File: src/rtl/la_pkg.sv
// Shared types and constants for the logic-analyser capture path.
package la_pkg;

    localparam int DATA_W     = 8;
    localparam int FIFO_DEPTH = 32768;

    typedef enum logic [2:0] {
        IDLE      = 3'd0,
        CLEAR     = 3'd1,
        WAIT_TRIG = 3'd2,
        CAPTURE   = 3'd3,
        READOUT   = 3'd4
    } cap_state_t;

endpackage

File: src/rtl/sample_rate_div.sv
// Sample-rate divider: one tick every rate_div+1 clocks, restartable.
module sample_rate_div #(
    parameter int DIV_W = 16
) (
    input  logic             clk,
    input  logic             reset,
    input  logic             restart,
    input  logic [DIV_W-1:0] rate_div,
    output logic             tick
);

    logic [DIV_W-1:0] div_cnt;

    // >= keeps a live decrease of rate_div from stalling a full wrap
    assign tick = (div_cnt >= rate_div);

    always_ff @(posedge clk or posedge reset) begin
        if (reset) begin
            div_cnt <= '0;
        end else if (restart || tick) begin
            div_cnt <= '0;
        end else begin
            div_cnt <= div_cnt + 1'b1;
        end
    end

endmodule

File: src/rtl/capture_sequencer.sv
// Capture controller: arm, trigger, post-trigger capture into the sample
// FIFO, then drain the FIFO to the host over a valid/ready stream.
module capture_sequencer #(
    parameter int DATA_W = la_pkg::DATA_W,
    parameter int CNT_W  = 16,
    parameter int DIV_W  = 16,
    parameter int DEPTH  = la_pkg::FIFO_DEPTH
) (
    input  logic              clk,
    input  logic              reset,
    input  logic              arm,
    input  logic              abort,
    input  logic [DIV_W-1:0]  rate_div,
    input  logic [DATA_W-1:0] trig_mask,
    input  logic [DATA_W-1:0] trig_value,
    input  logic [CNT_W-1:0]  post_count,
    input  logic [DATA_W-1:0] probe,
    output logic              fifo_en,
    output logic              fifo_rnw,
    output logic              fifo_clear,
    output logic [DATA_W-1:0] fifo_din,
    input  logic [DATA_W-1:0] fifo_dout,
    input  logic              fifo_full,
    input  logic              fifo_empty,
    output logic [DATA_W-1:0] out_data,
    output logic              out_valid,
    input  logic              out_ready,
    output logic              busy,
    output logic              triggered,
    output logic              done,
    output logic [CNT_W:0]    sample_count
);

    import la_pkg::*;

    localparam logic [CNT_W:0] DEPTH_C = (CNT_W+1)'(DEPTH);

    cap_state_t        state;
    logic [DATA_W-1:0] probe_q;
    logic [CNT_W-1:0]  post_q;
    logic [CNT_W:0]    limit;
    logic              rd_pend;
    logic              tick;
    logic              div_restart;
    logic              trig_hit;
    logic              limit_hit;
    logic              wr;
    logic              rd;
    logic              finish;

    assign div_restart = (state == IDLE) || (state == CLEAR);

    sample_rate_div #(
        .DIV_W (DIV_W)
    ) u_div (
        .clk      (clk),
        .reset    (reset),
        .restart  (div_restart),
        .rate_div (rate_div),
        .tick     (tick)
    );

    always_comb begin
        limit = {1'b0, post_q};
        if (post_q == '0 || limit > DEPTH_C) begin
            limit = DEPTH_C;
        end
    end

    assign fifo_din  = probe_q;
    assign trig_hit  = ((probe_q ^ trig_value) & trig_mask) == '0;
    assign limit_hit = (sample_count >= limit) || fifo_full;

    assign wr = !abort && !fifo_full && tick &&
                (((state == WAIT_TRIG) && trig_hit) ||
                 ((state == CAPTURE) && !limit_hit));

    // A read may only start when the output register is free this clk
    assign rd = !abort && (state == READOUT) && !fifo_empty &&
                !rd_pend && (!out_valid || out_ready);

    assign finish = !abort && (state == READOUT) && fifo_empty &&
                    !rd_pend && !out_valid;

    assign fifo_en  = wr | rd;
    assign fifo_rnw = !wr;
    assign busy     = (state != IDLE);

    always_ff @(posedge clk or posedge reset) begin
        if (reset) begin
            state        <= IDLE;
            probe_q      <= '0;
            post_q       <= '0;
            rd_pend      <= 1'b0;
            out_valid    <= 1'b0;
            out_data     <= '0;
            triggered    <= 1'b0;
            done         <= 1'b0;
            fifo_clear   <= 1'b0;
            sample_count <= '0;
        end else begin
            probe_q    <= probe;
            done       <= 1'b0;
            fifo_clear <= 1'b0;
            rd_pend    <= rd;

            if (rd_pend) begin
                out_data  <= fifo_dout;
                out_valid <= 1'b1;
            end else if (out_valid && out_ready) begin
                out_valid <= 1'b0;
            end

            if (wr) begin
                if (state == WAIT_TRIG) begin
                    sample_count <= (CNT_W+1)'(1);
                end else begin
                    sample_count <= sample_count + 1'b1;
                end
            end

            if (state != IDLE && abort) begin
                fifo_clear <= 1'b1;
                out_valid  <= 1'b0;
                rd_pend    <= 1'b0;
                state      <= IDLE;
            end else begin
                unique case (state)
                    IDLE: begin
                        if (arm && !abort) begin
                            fifo_clear <= 1'b1;
                            state      <= CLEAR;
                        end
                    end
                    CLEAR: begin
                        sample_count <= '0;
                        triggered    <= 1'b0;
                        post_q       <= post_count;
                        state        <= WAIT_TRIG;
                    end
                    WAIT_TRIG: begin
                        if (wr) begin
                            triggered <= 1'b1;
                            state     <= CAPTURE;
                        end
                    end
                    CAPTURE: begin
                        if (limit_hit) begin
                            state <= READOUT;
                        end
                    end
                    READOUT: begin
                        if (finish) begin
                            done  <= 1'b1;
                            state <= IDLE;
                        end
                    end
                    default: state <= IDLE;
                endcase
            end
        end
    end

endmodule

File: config.mk
export PLATFORM = sky130hd
export DESIGN_NAME = capture_sequencer
export DESIGN_NICKNAME = d
export VERILOG_FILES = /design/src/rtl/la_pkg.sv /design/src/rtl/sample_rate_div.sv /design/src/rtl/capture_sequencer.sv
export SDC_FILE = /design/constraint.sdc
export NUM_CORES = 1
export LEC_CHECK = 0
export CAP_MARGIN = 20
export CELL_PAD_IN_SITES_DETAIL_PLACEMENT = 1
export CELL_PAD_IN_SITES_GLOBAL_PLACEMENT = 1
export CORE_MARGIN = 8
export CORE_UTILIZATION = 39
export CTS_BUF_LIST = sky130_fd_sc_hd__clkbuf_16
export DETAILED_ROUTE_END_ITERATION = 12
export GPL_TIMING_DRIVEN = 0
export MAX_ROUTING_LAYER = met4
export PLACE_DENSITY = 0.86
export SYNTH_ARGS = -nofsm -noshare
export SYNTH_HDL_FRONTEND = slang
export SYNTH_SLANG_ARGS = --single-unit
File: constraint.sdc
create_clock -name clk -period 13.45 [get_ports clk]
set_clock_uncertainty 0.2 [all_clocks]
set_input_delay 4.035 -clock clk [delete_from_list [all_inputs] [get_ports clk]]
set_output_delay 4.035 -clock clk [all_outputs]
set_load 0.005 [all_outputs]
======== Word-level counts from Yosys, hierarchy flattened ========
Index checks and enable logic that the tools add are counted.
cells by class
  magnitude comparators ................... 3
  reductions and logical operators ........ 37
  div/mod/pow operators ................... 0
  mux-type cells .......................... 24
  shift operators ......................... 0
  multipliers ............................. 0
  equal/unequal tests ..................... 9
  bitwise logic cells ..................... 4
  $add $sub $neg .......................... 2
operators by type and width
  cell                                                             number
  17-bit 2-to-1 mux                                                4
  16-bit 2-to-1 mux                                                2
  17-bit by 1-bit adder with 17-bit output, second input constant  1
  17-bit greater-or-equal comparator                               1
  16-bit by 1-bit adder with 16-bit output, second input constant  1
  16-bit greater-or-equal comparator                               1
  16-bit greater-than comparator, second input constant            1
  16-bit zero test                                                 1
  1-bit logical AND                                                15
  3-bit 2-to-1 mux                                                 5
  3-bit one-hot mux with 5 select lines                            1
  1-bit 2-to-1 mux                                                 11
  3-bit by 2-bit != test with 1-bit output, second input constant  3
  8-bit AND                                                        1
  8-bit zero test                                                  1
  8-bit XOR                                                        1
  1-bit zero test                                                  7
  3-bit by 2-bit == test with 1-bit output, second input constant  2
  1-bit logical OR                                                 6
  3-bit nonzero test                                               2
  4-bit AND reduction                                              1
  3-bit by 1-bit == test with 1-bit output, second input constant  1
  3-bit == test, second input constant                             1
  3-bit zero test                                                  1
  8 further kinds                                                  8
storage, ports and cells
  latch bits .............................. 0
  bits of input ports ..................... 71
  bits in registers ....................... 73
  word-level logic and storage cells ...... 90
  RAM bits ................................ 0
  memories kept ........................... 0
  output and inout port bits .............. 40
  ROM bits ................................ 0

======== Depth between registers and ports, before layout ========
  word-level depth ........................ 12
  depth in mapped cells ................... 14

======== Modules after synthesis ========
Synthesis repeated with hierarchy kept, for this count alone.
second synthesis, totals
  cell total of the unflattened synthesis .. 460
  area, all modules ....................... 4549.4 um2
by module, submodules not included
  module             times used  area each (um2)  cells each
  capture_sequencer  1           3350.7           328
  sample_rate_div    1           1198.6           132

======== Worst setup path before layout ========
Ideal clock, no wire load.
  kind .................................... in2out
  from .................................... input rate_div[11]
  to ...................................... output fifo_en
  path slack .............................. 3.408 ns
  stages on the path ...................... 9
  arrival ................................. 5.807 ns
  path buffers ............................ 1
  data required time ...................... 9.215 ns
  cell sequence ........................... inv_1 ha_1 a21oi_1 o21ai_0 a2111oi_0 nand2_1 o211ai_2 clkbuf_1 nand2_1
on the way
  longest elaborated chain between the ends .. 4
RTL lines
  item                                RTL line                 source
  from (decl)                         capture_sequencer.sv:13  input logic [DIV_W-1:0] rate_div,
  16-bit greater-or-equal comparator  sample_rate_div.sv:15    assign tick = (div_cnt >= rate_div);
  1-bit logical AND (2 in series)     capture_sequencer.sv:74  assign wr = !abort && !fifo_full && tick &&
  1-bit OR                            capture_sequencer.sv:85  assign fifo_en = wr | rd;
  to (decl)                           capture_sequencer.sv:18  output logic fifo_en,
Every way passes these cells.

======== Final worst setup path ========
Same ends and word-level chain as after synthesis.

==> out/results.tsv <==
stage	metric	value	unit
run_status	status	finished clean	
cts	CTS Sinks	73	
timing	setup_tns	0	ns
cts	CTS root buf	clkbuf_16	
worst_setup_path	CP Max Fanout	10	
finish	Multi-input gate area	2110	µm²
detailed_routing	initial DRC count	156	
global_route	GRT Overall Usage	20.8	%
global_route	Overflow after GRT	0	
yosys	Mapped Cells	443	
die	Starting Density	40.0	%
cts	number of buffers created by CTS	9	
yosys	Synth cell types	51	
detailed_routing	Post-Route WL	13800	µm
cts	Post-CTS Resized	0	
power	Pint	0.558	mW
worst_setup_path	RR Endpoint	sample_count[2]$_DFF_PP0_	
die	Die Wd	119	µm
cts	hold buffers post-CTS	0	
cts	insertion delay to the later sink of the worst-skew pair	0.35	ns
yosys	Post-Syn Nets	548	
cts	Clock transition at path regs	0.06	ns
die	die height	119	µm
worst_setup_path	R2R depth	14	
worst_setup_path	R2R setup slack	8.99	ns
power	sequential fraction of design power	36.1	%
die	I/O pin cnt	111	
timing	Worst Tran Pin Value	0.987	ns
finish	layout cells sized above 1	7.37	%
die	FP Rows	37	
placement	gpl congestion	0.830	
detailed_routing	Vias	3808	
timing	hold violation count in the final report	0	
yosys	post-synth top area cell	dfrtp_1	
worst_setup_path	critical path type	input port to output port	
worst_setup_path	WP data arrival	7.62	ns
placement	placed cells	690	
finish	final core utilization	56.0	%
detailed_routing	DRT Pass-1 Iters	4	
power	Switch Pwr	0.272	mW
detailed_routing	Vias/cell	5.39	
yosys	Async SR Flop Fraction	100	%
power	leak pwr	2.64	nW
yosys	top cell type's share of synthesized area	44.4	%
worst_setup_path	CP Launch Type	input port	
cts	htree depth	3	
global_route	initial antenna violation count	0	
cts	Setup Fix Bufs, Post-CTS	0	
power	combinational share of power	29.8	%
worst_setup_path	Worst setup EP type	output port	
yosys	main area contributors after synthesis	dfrtp_1, ha_1, nand2_1	
placement	DP HPWL	10100	µm
worst_setup_path	r2r startpoint	post_q[3]$_DFFE_PP0P_	
yosys	EDFF count, synth	0	
timing	Max Clock Freq	84.3	MHz
detailed_routing	WL/cell	19.5	µm
cts	clock tree buffer depth	2	
yosys	Synth Register Bits	73	
finish	area grow syn2layout	40.0	%
detailed_routing	Metal-1 WL	5460	µm
timing	Final setup violation count	0	
hold_path	worst min-delay path category	flop to flop	
worst_setup_path	Worst Setup SP	rate_div[11]	
finish	fin cells	706	
timing	Slew Viols, Final	0	
hold_path	hold_sp	triggered$_DFFE_PP0P_	
die	die area	14100	µm²
yosys	average cell area after synthesis	9.28	µm²
timing	Final Cycle Share	88.2	%
yosys	mapped cell area	4110	µm²
yosys	sequential area share after synthesis	44.4	%
detailed_routing	routed length on met2	7420	µm
power	worst-case vdd ir drop	79.3	µV
finish	fill cell count	1176	
power	P per Cell Area	144	nW/µm²
worst_setup_path	CP Capture Point	fifo_en	
finish	storage element area	1830	µm²
power	Power, Total	0.830	mW
global_route	first-pass GRT wire length	22800	µm
timing	RSZ-0062 raised after global routing	false	
cts	TritonCTS clock tree	done	
finish	ant diodes	0	
detailed_routing	Antenna Violating Nets Remaining	0	
global_route	pin count of the biggest net entering global routing	55	
placement	port buffer count	110	
power	Clock power frac	34.1	%
worst_setup_path	CP required	9.22	ns
global_route	vias in the first global route	4394	
yosys	leading register cell type out of synthesis	dfrtp_1	
flow_run	max-cap violation count	0	
detailed_routing	DR top layer	met4	
timing	Final min period	11.86	ns
detailed_routing	met3 routed WL	614	µm
power	Sw Ratio	32.8	%
detailed_routing	drt drc	0	
yosys	Yosys warning count	0	
timing	Slew headroom	33.7	%
die	Core Area	10300	µm²
finish	fin nets	670	
==> layout by cell type, fill, tap and decap left out, types with 5 or more instances in the layout <==
cell type / count
a21oi_1: 25
and3_1: 9
clkbuf_1: 8
clkbuf_16: 9
clkdlybuf4s50_1: 110
dfrtp_1: 73
ha_1: 34
inv_1: 26
mux2_2: 8
nand2_1: 76
nand2b_1: 6
nand3_1: 18
nand4_1: 8
nor2_1: 37
nor3_1: 6
o21ai_0: 17
or3_1: 10
xnor2_1: 5
xor2_1: 20
==> worst min-delay path by stage <==
stage / slack (ns) / to / depth (start not counted)
3_5_place_dp: 0.30 / post_q[3]$_DFFE_PP0P_ / 2
6_report: 0.31 / triggered$_DFFE_PP0P_ / 1
4_1_cts: 0.31 / triggered$_DFFE_PP0P_ / 1
2_1_floorplan: 0.26 / post_q[0]$_DFFE_PP0P_ / 2
3_3_place_gp: 0.28 / triggered$_DFFE_PP0P_ / 1
5_1_grt: 0.33 / triggered$_DFFE_PP0P_ / 1
==> power by group through the flow <==
stage	combinational [mW]	clock (mW)	sequential (mW)
after floorplan	0.137	0	0.293
after global placement	0.227	0	0.298
after detailed placement	0.243	0	0.301
after CTS	0.250	0.285	0.300
after global routing	0.275	0.294	0.305
final	0.248	0.283	0.299
==> layout make-up <==
class | instances | share of cell area (%)
clock buffer | 9 | 3.91
buffer | 13 | 1.22
tap | 136 | 2.96
multi-input combinational | 330 | 36.7
clock inverter | 7 | 2.04
sequential | 73 | 31.7
inverter | 27 | 1.80
timing repair buffer | 111 | 19.6
==> metrics by stage <==
step | setup slack [ns] | instance area, µm² | hold slack, ns
3_3_place_gp | 1.81 | 5380 | 0.278
4_1_cts | 1.59 | 5750 | 0.310
2_1_floorplan | 3.41 | 4110 | 0.260
3_5_place_dp | 1.59 | 5410 | 0.296
6_report | 1.59 | 5750 | 0.308
5_1_grt | 1.46 | 5750 | 0.329
==> state kept, by name, summed over array words and instances, names as in the netlist <==
signal / count
done: 1
fifo_clear: 1
fifo_din: 8
out_data: 8
out_valid: 1
post_q: 16
rd_pend: 1
sample_count: 17
state: 3
triggered: 1
u_div.div_cnt: 16
==> cells by family after synthesis <==
| group | Yosys count | share of synthesized area [%] |
|---|---|---|
| buffers and inverters | 40 | 4.17 |
| xor gates and xnor gates | 25 | 5.33 |
| AOI/OAI and AO/OA | 70 | 11.1 |
| and+or+nand+nor | 192 | 22.2 |
| adders and majority gates | 34 | 10.4 |
| DFF | 73 | 44.4 |
| muxes | 9 | 2.44 |
==> critical path: stages <==
cell and delay [ns]:
clkdlybuf4s50_1 0.45, inv_1 0.05, ha_1 0.33, a21oi_1 0.18
o21ai_0 0.15, a2111oi_0 0.76, nand2_1 0.36, o211ai_2 0.24
clkbuf_1 0.48, nand2_1 0.09, clkdlybuf4s50_1 0.50
==> Yosys cell counts (2+ instances only) <==
cell / count
nand2_1: 76
dfrtp_1: 73
nor2_1: 37
ha_1: 34
inv_1: 27
a21oi_1: 25
xor2_1: 20
nand3_1: 18
o21ai_0: 17
or3_1: 10
and3_1: 9
clkbuf_1: 8
mux2_2: 8
nand4_1: 8
nand2b_1: 6
nor3_1: 6
xnor2_1: 5
nor4_1: 4
or4_1: 4
and3_2: 3
nand3b_1: 3
nor2b_1: 3
a221o_2: 2
a31oi_1: 2
buf_2: 2
buf_6: 2
o2111ai_1: 2
o211ai_1: 2
o211ai_2: 2
o21a_1: 2
o31ai_1: 2
or4b_1: 2
==> routing by layer <==
metal  vias to the layer above  track usage, %
met3                        21            4.38
met1                      1905            21.9
met2                        94            37.5
met4                         0            7.43
li1                       1788               -
met5                         -               -
Note: power is estimated with default switching activity, not from simulation.
